==> src/rtl/fetch_stage_pkg.sv <==
// Shared definitions for the instruction-fetch stage of the 16-bit RISC core.
// Provides the datapath width, the NOP encoding presented to IF/ID on a flush
// and the fetch FSM state type.
package fetch_stage_pkg;

   localparam int DATA_W = 16;

   localparam logic [DATA_W-1:0] NOP_INSTR = 16'hF000;

   typedef enum logic [1:0] {
      FETCH = 2'd0,   // request outstanding at pc
      HOLD  = 2'd1,   // fetched word parked in buffer while IF/ID is stalled
      DROP  = 2'd2    // redirected mid-request; discard the in-flight word
   } fetch_state_t;

endpackage

==> src/rtl/fetch_stage_if.sv <==
// Instruction-memory handshake bundle (single outstanding request).
//   imem_req   : fetch request, held until imem_ack
//   imem_addr  : word address, stable while imem_req=1
//   imem_ack   : read data valid this cycle (same-cycle ack allowed)
//   imem_rdata : instruction word
// master = fetch stage, slave = instruction memory.
interface fetch_stage_if;
   import fetch_stage_pkg::*;

   logic              imem_req;
   logic [DATA_W-1:0] imem_addr;
   logic              imem_ack;
   logic [DATA_W-1:0] imem_rdata;

   modport master (output imem_req, output imem_addr,
                   input  imem_ack, input  imem_rdata);
   modport slave  (input  imem_req, input  imem_addr,
                   output imem_ack, output imem_rdata);
endinterface

==> src/rtl/fetch_stage_reg16.sv <==
// reg16: 16-bit register with active-low write enable and asynchronous
// active-high reset to INIT.
//   clk, reset : clock, async reset
//   we_n       : 0 = load d on the rising edge, 1 = hold
//   d, q       : data in / registered data out
module reg16
   import fetch_stage_pkg::*;
#(
   parameter logic [DATA_W-1:0] INIT = '0
) (
   input  logic              clk,
   input  logic              reset,
   input  logic              we_n,
   input  logic [DATA_W-1:0] d,
   output logic [DATA_W-1:0] q
);

   always_ff @(posedge clk or posedge reset) begin
      if (reset)      q <= INIT;
      else if (!we_n) q <= d;
   end

endmodule

==> src/rtl/fetch_stage.sv <==
// fetch_stage: instruction-fetch stage. Owns the PC, runs the single-
// outstanding instruction-memory handshake and drives the IF/ID register.
//   clk, reset        : clock, async active-high reset
//   stall             : hazard unit hold (IR held, PC not advanced)
//   redirect          : taken branch/jump, highest priority
//   redirect_pc       : redirect target
//   imem              : instruction-memory handshake (master side)
//   toIR/toPC/toPCInc : instruction, its PC and PC+1 for IF/ID
//   flush             : 1 = IF/ID loads NOP_INSTR
//   IR_write          : active-low IR enable (0 = load, 1 = hold)
module fetch_stage
   import fetch_stage_pkg::*;
#(
   parameter logic [DATA_W-1:0] RESET_PC = 16'h0000
) (
   input  logic              clk,
   input  logic              reset,
   input  logic              stall,
   input  logic              redirect,
   input  logic [DATA_W-1:0] redirect_pc,
   fetch_stage_if.master     imem,
   output logic [DATA_W-1:0] toIR,
   output logic [DATA_W-1:0] toPC,
   output logic [DATA_W-1:0] toPCInc,
   output logic              flush,
   output logic              IR_write
);

   fetch_state_t      state;
   logic [DATA_W-1:0] pc, pc_d;
   logic              pc_we_n;
   logic [DATA_W-1:0] buf_ir, buf_pc, issued_pc, drop_addr;
   logic [DATA_W-1:0] ir_out, pc_out;
   logic              ack;

   assign ack = imem.imem_ack;

   reg16 #(.INIT(RESET_PC)) u_pc (
      .clk   (clk),
      .reset (reset),
      .we_n  (pc_we_n),
      .d     (pc_d),
      .q     (pc)
   );

   // HOLD parks a completed fetch, so no request is outstanding there. In
   // DROP the PC already holds the redirect target, so the in-flight
   // address is replayed from drop_addr to keep imem_addr stable.
   assign imem.imem_req  = !reset && (state != HOLD);
   assign imem.imem_addr = (state == DROP) ? drop_addr : pc;

   always_comb begin
      pc_we_n = 1'b1;
      pc_d    = pc;
      if (redirect) begin
         pc_we_n = 1'b0;
         pc_d    = redirect_pc;
      end else if (state == FETCH && ack && !stall) begin
         pc_we_n = 1'b0;
         pc_d    = pc + 16'd1;
      end else if (state == HOLD && !stall) begin
         pc_we_n = 1'b0;
         pc_d    = buf_pc + 16'd1;
      end
   end

   // IF/ID outputs. Any time the IR is held, the PC fields fall back to
   // issued_pc so they stay consistent with the instruction already in IR.
   always_comb begin
      flush    = 1'b0;
      IR_write = 1'b0;
      ir_out   = NOP_INSTR;
      pc_out   = issued_pc;
      if (reset || redirect) begin
         flush = 1'b1;
      end else begin
         case (state)
            FETCH: begin
               if (ack && !stall) begin
                  ir_out = imem.imem_rdata;
                  pc_out = pc;
               end else if (stall) begin
                  IR_write = 1'b1;
               end else begin
                  flush = 1'b1;
               end
            end
            HOLD: begin
               ir_out = buf_ir;
               if (stall) IR_write = 1'b1;
               else       pc_out   = buf_pc;
            end
            DROP:    flush = 1'b1;
            default: flush = 1'b1;
         endcase
      end
   end

   assign toIR    = ir_out;
   assign toPC    = pc_out;
   assign toPCInc = pc_out + 16'd1;

   always_ff @(posedge clk or posedge reset) begin
      if (reset) begin
         state     <= FETCH;
         issued_pc <= RESET_PC;
      end else if (redirect) begin
         case (state)
            FETCH:   state <= ack ? FETCH : DROP;
            HOLD:    state <= FETCH;
            DROP:    state <= ack ? FETCH : DROP;
            default: state <= FETCH;
         endcase
      end else begin
         case (state)
            FETCH: begin
               if (ack && !stall)     issued_pc <= pc;
               else if (ack && stall) state     <= HOLD;
            end
            HOLD: begin
               if (!stall) begin
                  issued_pc <= buf_pc;
                  state     <= FETCH;
               end
            end
            DROP:    if (ack) state <= FETCH;
            default: state <= FETCH;
         endcase
      end
   end

   // Data-only registers: meaningful only in the state that loaded them.
   always_ff @(posedge clk) begin
      if (state == FETCH && ack && stall && !redirect) begin
         buf_ir <= imem.imem_rdata;
         buf_pc <= pc;
      end
      if (state == FETCH && redirect && !ack) drop_addr <= pc;
   end

endmodule

==> src/flat_wrapper.sv <==
// flat-port wrapper written by rule: the top's interface ports become plain ports
module fetch_stage_flat import fetch_stage_pkg::*;
#(
   parameter logic [DATA_W-1:0] RESET_PC = 16'h0000
)
  (clk, reset, stall, redirect, redirect_pc, toIR, toPC, toPCInc, flush, IR_write, imem_imem_req, imem_imem_addr, imem_imem_ack, imem_imem_rdata);
  fetch_stage_if imem_i ();
  input  logic clk;
  input  logic reset;
  input  logic stall;
  input  logic redirect;
  input  logic [DATA_W-1:0] redirect_pc;
  output logic [DATA_W-1:0] toIR;
  output logic [DATA_W-1:0] toPC;
  output logic [DATA_W-1:0] toPCInc;
  output logic flush;
  output logic IR_write;
  output wire logic [$bits(imem_i.imem_req)-1:0] imem_imem_req;
  output wire logic [$bits(imem_i.imem_addr)-1:0] imem_imem_addr;
  input wire logic [$bits(imem_i.imem_ack)-1:0] imem_imem_ack;
  input wire logic [$bits(imem_i.imem_rdata)-1:0] imem_imem_rdata;
  assign imem_imem_req = imem_i.imem_req;
  assign imem_imem_addr = imem_i.imem_addr;
  assign imem_i.imem_ack = imem_imem_ack;
  assign imem_i.imem_rdata = imem_imem_rdata;
  fetch_stage #(.RESET_PC(RESET_PC)) u_core (.clk(clk), .reset(reset), .stall(stall), .redirect(redirect), .redirect_pc(redirect_pc), .imem(imem_i), .toIR(toIR), .toPC(toPC), .toPCInc(toPCInc), .flush(flush), .IR_write(IR_write));
endmodule
==> config.mk <==
export PLATFORM = sky130hd
export DESIGN_NAME = fetch_stage_flat
export DESIGN_NICKNAME = d
export VERILOG_FILES = /design/src/rtl/fetch_stage_pkg.sv /design/src/rtl/fetch_stage_if.sv /design/src/rtl/fetch_stage_reg16.sv /design/src/rtl/fetch_stage.sv /design/src/flat_wrapper.sv
export SDC_FILE = /design/constraint.sdc
export NUM_CORES = 1
export LEC_CHECK = 0
export BUFFER_PORTS_ARGS = -buffer_cell sky130_fd_sc_hd__buf_2
export CORE_MARGIN = 4
export CORE_UTILIZATION = 38
export DETAILED_ROUTE_END_ITERATION = 7
export HOLD_SLACK_MARGIN = 0.15
export PLACE_DENSITY = 0.7
export SYNTH_ARGS = -nofsm -noshare
export SYNTH_HDL_FRONTEND = slang
export SYNTH_SLANG_ARGS = --single-unit
==> constraint.sdc <==
create_clock -name clk -period 6.2 [get_ports clk]
set_input_delay 0.62 -clock clk [delete_from_list [all_inputs] [get_ports clk]]
set_output_delay 0.62 -clock clk [all_outputs]
set_load 0.05 [all_outputs]
==> out/metrics.cfg, run 1 <==
[die]
ios = 104
die_area_sq_um = 14600
core.rowCount = 40
core-area_sq_um = 12200
start_util_pct = 39.5
die_height_um = 121
die_w_um = 121

[synthesis]
yosysWarnings = 0
synth-seq-cells = 82
syn_nets = 533
synthArstFlopShare_pct = 41.5
synthFlopType = edfxtp_1
synth_top_area_share_pct = 29.8
avgSynthCellArea_sq_um = 9.78
yosys-top-cells-count = nand2_1 (66), edfxtp_1 (48), nor2_1 (48), dfrtp_1 (34), a21oi_1 (25)
yosysTopAreaCell = edfxtp_1
synth_cell_types = 63
synth_edf_count = 48
yosys-top-cells-area = edfxtp_1 (30%), dfrtp_1 (18%), nand2_1 (5.1%)
synth.most_common_cell = nand2_1
postSynthCellCount = 494
synthesis.area_sq_um = 4830
ys_seq_area_share_pct = 47.5

[clocking]
numCtsBuffers = 9
cts_max_path_buffers = 2
post_cts_buffers = 0
path_clk_slew_ps = 70
cts_sinks = 82
tritoncts = yes
h-tree-depth = 3
clkLatencyLatePin_ps = 350
clockRootBuffer = clkbuf_16
ctsResizeCount = 0
postCtsHoldBufs = 0

[worst_setup_path]
required_ps = 5580
cp-start-kind = register
endpoint_kind = output port
crit_fanout = 40
critPathMaxStageDelay_ps = 760
worstSetupPathType = register to output port
critPathSlowestCell = dfrtp_1
worstPathCellList = or2_2, nand2_1, a2bb2oi_1, inv_1, ha_1, o21ai_2, nor4_4, nand4_1, xnor2_1, buf_2
critPathArrivalTime_ps = 3860

[detailed_routing]
num_vias = 4274
drt_iter0_drc = 375
via_per_inst = 5.68
drt-total-wl_um = 13500
dr.pass1.iters = 5
antenna_left = 0
post_drt_wl_per_cell_um = 18.0
drc_errors = 0

[global_route]
grt_max_degree = 41
grt_busiest_layer = met2
grtUsageMet2_pct = 31.8
antenna_found_initial = 0
grt_usage_pct = 18.8
grt_pass1_vias = 4300
grt_pass1_wl_um = 22000
grtUsageMet1_pct = 23.7
use_met3_pct = 4.91
grt-ovfl-total = 0

[pwr]
powerDensity_nw_per_um2 = 320
max-vdd-ir-drop_v = 0.000142
power_leakage_nw = 2.37
power_w = 0.00184

[timing]
whs_ps = 463
slew_headroom_pct = 32.3
max_freq_mhz = 223
finalHoldViolCount = 0
slew_viol_final = 0
finalCriticalPeriod_ps = 4480
skew_ps = 12.3
period_share_pct = 72.3
setup_viol = 0
tightest_slew_ps = 1020
fin_tns_setup_ps = 0
grt_setup_unrepaired = false

[placement]
io_buffers = 103
gp_routability_congestion = 0.861
hpwl_um = 9820
dp.cells = 737

[worst_hold_path]
hold_class = input port to register

[flow_run]
max_cap_violations = 0

[final_layout]
syn_to_final_growth_pct = 19.4
stdcell_count = 753
final_nets = 619
drive_gt1_share_pct = 26.3
insertedDiodeCount = 0

[outcome]
status = completed

cell families (layout without fill, tap and decap cells):
kind of cell,after synthesis,count (layout),synth area share [%]
and+or+nand+nor,187,187,19.7
adders and majority gates,2,2,0.518
buffers and inverters,41,132,3.76
AOI/OAI and AO/OA,138,138,19.6
muxes,23,23,5.13
DFF,82,82,47.5
xor gates and xnor gates,21,21,3.81
metrics by stage:
step,util (%),cell area (sq um),setup WS [ps]
global placement,44.7,5460,2170
floorplan,-,4830,1290
CTS,47.2,5760,1700
global route,47.2,5760,1380
finish,47.2,5760,1720
detailed placement,44.7,5460,2040
flip-flops by register name, indices dropped and copies added (netlist names):
name and cells:
u_core.buf_ir 16, u_core.drop_addr 16, u_core.buf_pc 16, u_core.issued_pc 16, u_core.state 2, u_core.u_pc.q 16
placed cells by master, fill, tap and decap left out, types with 4 or more instances in the layout:
| cell type | count |
|---|---|
| a21o_1 | 11 |
| a21oi_1 | 25 |
| a22o_1 | 10 |
| a22oi_1 | 16 |
| a2bb2oi_1 | 4 |
| a31oi_1 | 5 |
| and3_1 | 5 |
| buf_2 | 103 |
| buf_4 | 6 |
| clkbuf_16 | 9 |
| dfrtp_1 | 34 |
| edfxtp_1 | 48 |
| inv_1 | 7 |
| mux2_2 | 14 |
| mux2i_1 | 9 |
| nand2_1 | 66 |
| nand3_1 | 12 |
| nand3b_1 | 11 |
| nand4_1 | 9 |
| nor2_1 | 48 |
| nor2b_1 | 6 |
| nor3_1 | 5 |
| o21ai_0 | 24 |
| o221ai_1 | 4 |
| o22ai_1 | 12 |
| or2_2 | 5 |
| xnor2_1 | 15 |
| xor2_1 | 6 |
area by class of cell:
cell class	instances	area, sq um
tap	168	210
multi-input combinational	371	2370
sequential	82	2290
timing repair buffer	109	561
clock inverter	4	68.8
inverter	7	26.3
clock buffer	12	236
fill	1228	6450
power breakdown:
group          internal [W]  switching [W]
logic              0.000160       0.000427
clock network      0.000351       0.000214
registers          0.000634      0.0000580
total               0.00115       0.000699
routing by layer:
| metal | part of all wire [%] | up-vias |
|---|---|---|
| met2 | 50 | 155 |
| met3 | 6.3 | 18 |
| met4 | 1.5 | 0 |
| met1 | 42 | 2094 |
| li1 | - | 2007 |
| met5 | 0 | - |
critical path, delay by kind of cell, from the launching register on:
family / cells / cell delay (ps)
and+or+nand+nor: 4 / 1640
DFF: 1 / 760
buffers and inverters: 2 / 410
AOI/OAI and AO/OA: 2 / 300
adders and majority gates: 1 / 200
xor gates and xnor gates: 1 / 190
path summary, 6_finish.rpt:
check                                                      start                                to  slack (ps)  cells after the start
worst max register to register       u_core.state[0]$_DFFE_PP0P_      u_core.u_pc.q[4]$_DFFE_PP0P_        2890                      9
min in group asynchronous                                  reset       u_core.state[1]$_DFFE_PP0P_         480                      3
worst min register to register  u_core.issued_pc[13]$_DFFE_PP0N_  u_core.issued_pc[13]$_DFFE_PP0N_         490                      2
worst max-delay path                 u_core.state[0]$_DFFE_PP0P_                       toPCInc[12]        1720                     10
worst min-delay path                          imem_imem_rdata[2]        u_core.buf_ir[2]$_DFFE_PP_         460                      1
max in group asynchronous                                  reset      u_core.u_pc.q[4]$_DFFE_PP0P_        5380                      3
Power figures use the tool's default switching activity.
==> inputs of run 2 (changes only) <==
--- a/config.mk
+++ b/config.mk
@@ -10,7 +10,7 @@
 export CORE_UTILIZATION = 38
 export DETAILED_ROUTE_END_ITERATION = 7
 export HOLD_SLACK_MARGIN = 0.15
-export PLACE_DENSITY = 0.7
+export PLACE_DENSITY = 0.72
 export SYNTH_ARGS = -nofsm -noshare
 export SYNTH_HDL_FRONTEND = slang
 export SYNTH_SLANG_ARGS = --single-unit
==> constraint.sdc (replaced) <==
create_clock -name clk -period 3.95 [get_ports clk]
set_input_delay 0.395 -clock clk [delete_from_list [all_inputs] [get_ports clk]]
set_output_delay 0.395 -clock clk [all_outputs]
set_load 0.05 [all_outputs]
==> run 2 against run 1 <==
Largest cell class unchanged. Register-to-register slack worse by 1900 ps. Worst setup slack got worse by 1500 ps. Sequential power up 56%. Combinational power up 60%. Die area did not move. Non-clock buffer count is 4 higher. Clock skew is 6.2 ps lower. Sequential share of layout area down 0.55 points. Via count decreased by 0.40%. Cell count is 0.53% higher. Worst hold slack got worse by 220 ps.
==> out/metrics.cfg, run 2 (synthesis results as in run 1) <==
[detailed_routing]
antenna_left = 0  ; unchanged
drt-total-wl_um = 13800  ; +1.8%
num_vias = 4257  ; -0.40%
dr.pass1.iters = 5  ; unchanged
post_drt_wl_per_cell_um = 18.2  ; +1.3%
via_per_inst = 5.62  ; -0.92%
drt_iter0_drc = 417  ; +11%
drc_errors = 0  ; unchanged

[timing]
grt_setup_unrepaired = false
tightest_slew_ps = 928  ; -87.2 ps
fin_tns_setup_ps = 0  ; unchanged
setup_viol = 0  ; unchanged
finalHoldViolCount = 0  ; unchanged
slew_viol_final = 0  ; unchanged
slew_headroom_pct = 37.9  ; +5.6 points
finalCriticalPeriod_ps = 3690
period_share_pct = 93.5
max_freq_mhz = 271
skew_ps = 6.14  ; -6.18 ps

[clocking]
clockRootBuffer = clkbuf_16
tritoncts = yes
cts_sinks = 82  ; unchanged
post_cts_buffers = 0  ; unchanged
h-tree-depth = 3  ; unchanged
ctsResizeCount = 0  ; unchanged
postCtsHoldBufs = 0  ; unchanged
clkLatencyLatePin_ps = 330  ; -20 ps
numCtsBuffers = 9  ; unchanged
cts_max_path_buffers = 2  ; unchanged
path_clk_slew_ps = 60  ; about the same

[final_layout]
final_nets = 623  ; +0.65%
final_cell_mix = buf_2 (103), nand2_1 (66), nor2_1 (48), edfxtp_1 (48), dfrtp_1 (34)
syn_to_final_growth_pct = 21.0
drive_gt1_share_pct = 28.0  ; +1.7 points
utilization_pct = 47.9  ; +0.67 points
insertedDiodeCount = 0  ; unchanged
final_common_cell = buf_2

[worst_setup_path]
critPathArrivalTime_ps = 3300  ; -560 ps
cp-start-kind = register
endpoint_kind = output port
critPathMaxStageDelay_ps = 680  ; -80 ps
critPathSlowestCell = or4_4
reg2reg_from = u_core.state[1]$_DFFE_PP0P_
worstPathCellList = or4_4, a21oi_1, or2_2, ha_1, o21ai_2, nor4_4, nand4_1, xnor2_2, buf_2
critPathBufInv = 1  ; -1
worstSetupPathType = register to output port
required_ps = 3560  ; -2020 ps
regToRegSetupSlack_ps = 1020  ; -1870 ps
cp.depth = 9  ; -1
rr_worst_depth = 8  ; -1
crit_fanout = 12  ; -70%
reg2reg_to = u_core.u_pc.q[10]$_DFFE_PP0P_
crit_family = simple AND/OR/NAND/NOR gates

[global_route]
grt_pass1_wl_um = 22400  ; +1.6%
grt_pass1_vias = 4274  ; -0.60%
grt-ovfl-total = 0  ; unchanged
antenna_found_initial = 0  ; unchanged
grt_max_degree = 37  ; -9.8%
grt_usage_pct = 19.1  ; +0.27 points

[pwr]
power_leakage_nw = 2.42  ; +2.2%
powerDensity_nw_per_um2 = 505  ; +58%
power_w = 0.00295  ; +60%
max-vdd-ir-drop_v = 0.000197  ; +39%

[die]
die_height_um = 121  ; unchanged
core.rowCount = 40  ; unchanged
die_w_um = 121  ; unchanged
die_area_sq_um = 14600  ; unchanged
ios = 104  ; unchanged
start_util_pct = 39.5  ; unchanged
core-area_sq_um = 12200  ; unchanged

[placement]
io_buffers = 103  ; unchanged
gp_routability_congestion = 0.947  ; +10%
hpwl_um = 10200  ; +4.2%

[flow_run]
max_cap_violations = 0  ; unchanged

[outcome]
status = completed

[worst_hold_path]
hold_class = input port to asynchronous set/reset pin

-- run 2: worst register-to-register path: cells and delay by family, from the launching register on --
kind	cells	cell delay, ps
simple gates	3	1250
compound gates	4	710
flops	1	530
fa+ha+maj	1	300
-- run 2: area by class of cell --
class                   count  area (sq um)
inverters                   7          26.3
flip-flops and latches     82          2290
fillers                  1170          6370
clock inverters             5          85.1
multi-input cells         371          2400
clock buffers              11           243
repair buffers            113           591
well taps                 168           210
-- run 2: through the flow --
| stage | hold slack (ps) | cells | area, sq um | setup slack [ps] |
|---|---|---|---|---|
| after CTS | 239 | 757 | 5850 | 253 |
| after detailed placement | 475 | 741 | 5520 | 600 |
| after floorplan | 440 | 494 | 4860 | -9.56 |
| after global placement | 480 | 741 | 5520 | 698 |
| after global routing | 242 | 757 | 5850 | 20.4 |
| final | 246 | 757 | 5850 | 258 |
-- run 2: how the worst max path moves through the flow --
stage                                           start     endpoint  slack, ps
after floorplan           u_core.state[1]$_DFFE_PP0P_   toPCInc[8]        -10
after global placement                       redirect  toPCInc[15]        700
after detailed placement                     redirect  toPCInc[10]        600
after CTS                 u_core.state[1]$_DFFE_PP0P_  toPCInc[12]        250
after global routing      u_core.state[1]$_DFFE_PP0P_  toPCInc[14]         20
final                     u_core.state[1]$_DFFE_PP0P_  toPCInc[12]        260
-- run 2: layer usage --
layer  vias to the layer above  global-route usage, %  wire length [um]
li1                       2012                      -                 -
met3                        12                   3.41               763
met4                         0                   5.52               115
met5                         -                      0                 0
met2                       151                   31.7              6820
met1                      2082                   25.6              6090
-- run 2: report_power, final --
part | leakage [nW] | total (W) | internal [W] | switching (W)
Combinational | 1.40 | 0.000941 | 0.000260 | 0.000681
Sequential | 0.861 | 0.00108 | 0.000994 | 0.0000883
Clock | 0.157 | 0.000926 | 0.000576 | 0.000349
Total | 2.42 | 0.00295 | 0.00183 | 0.00112
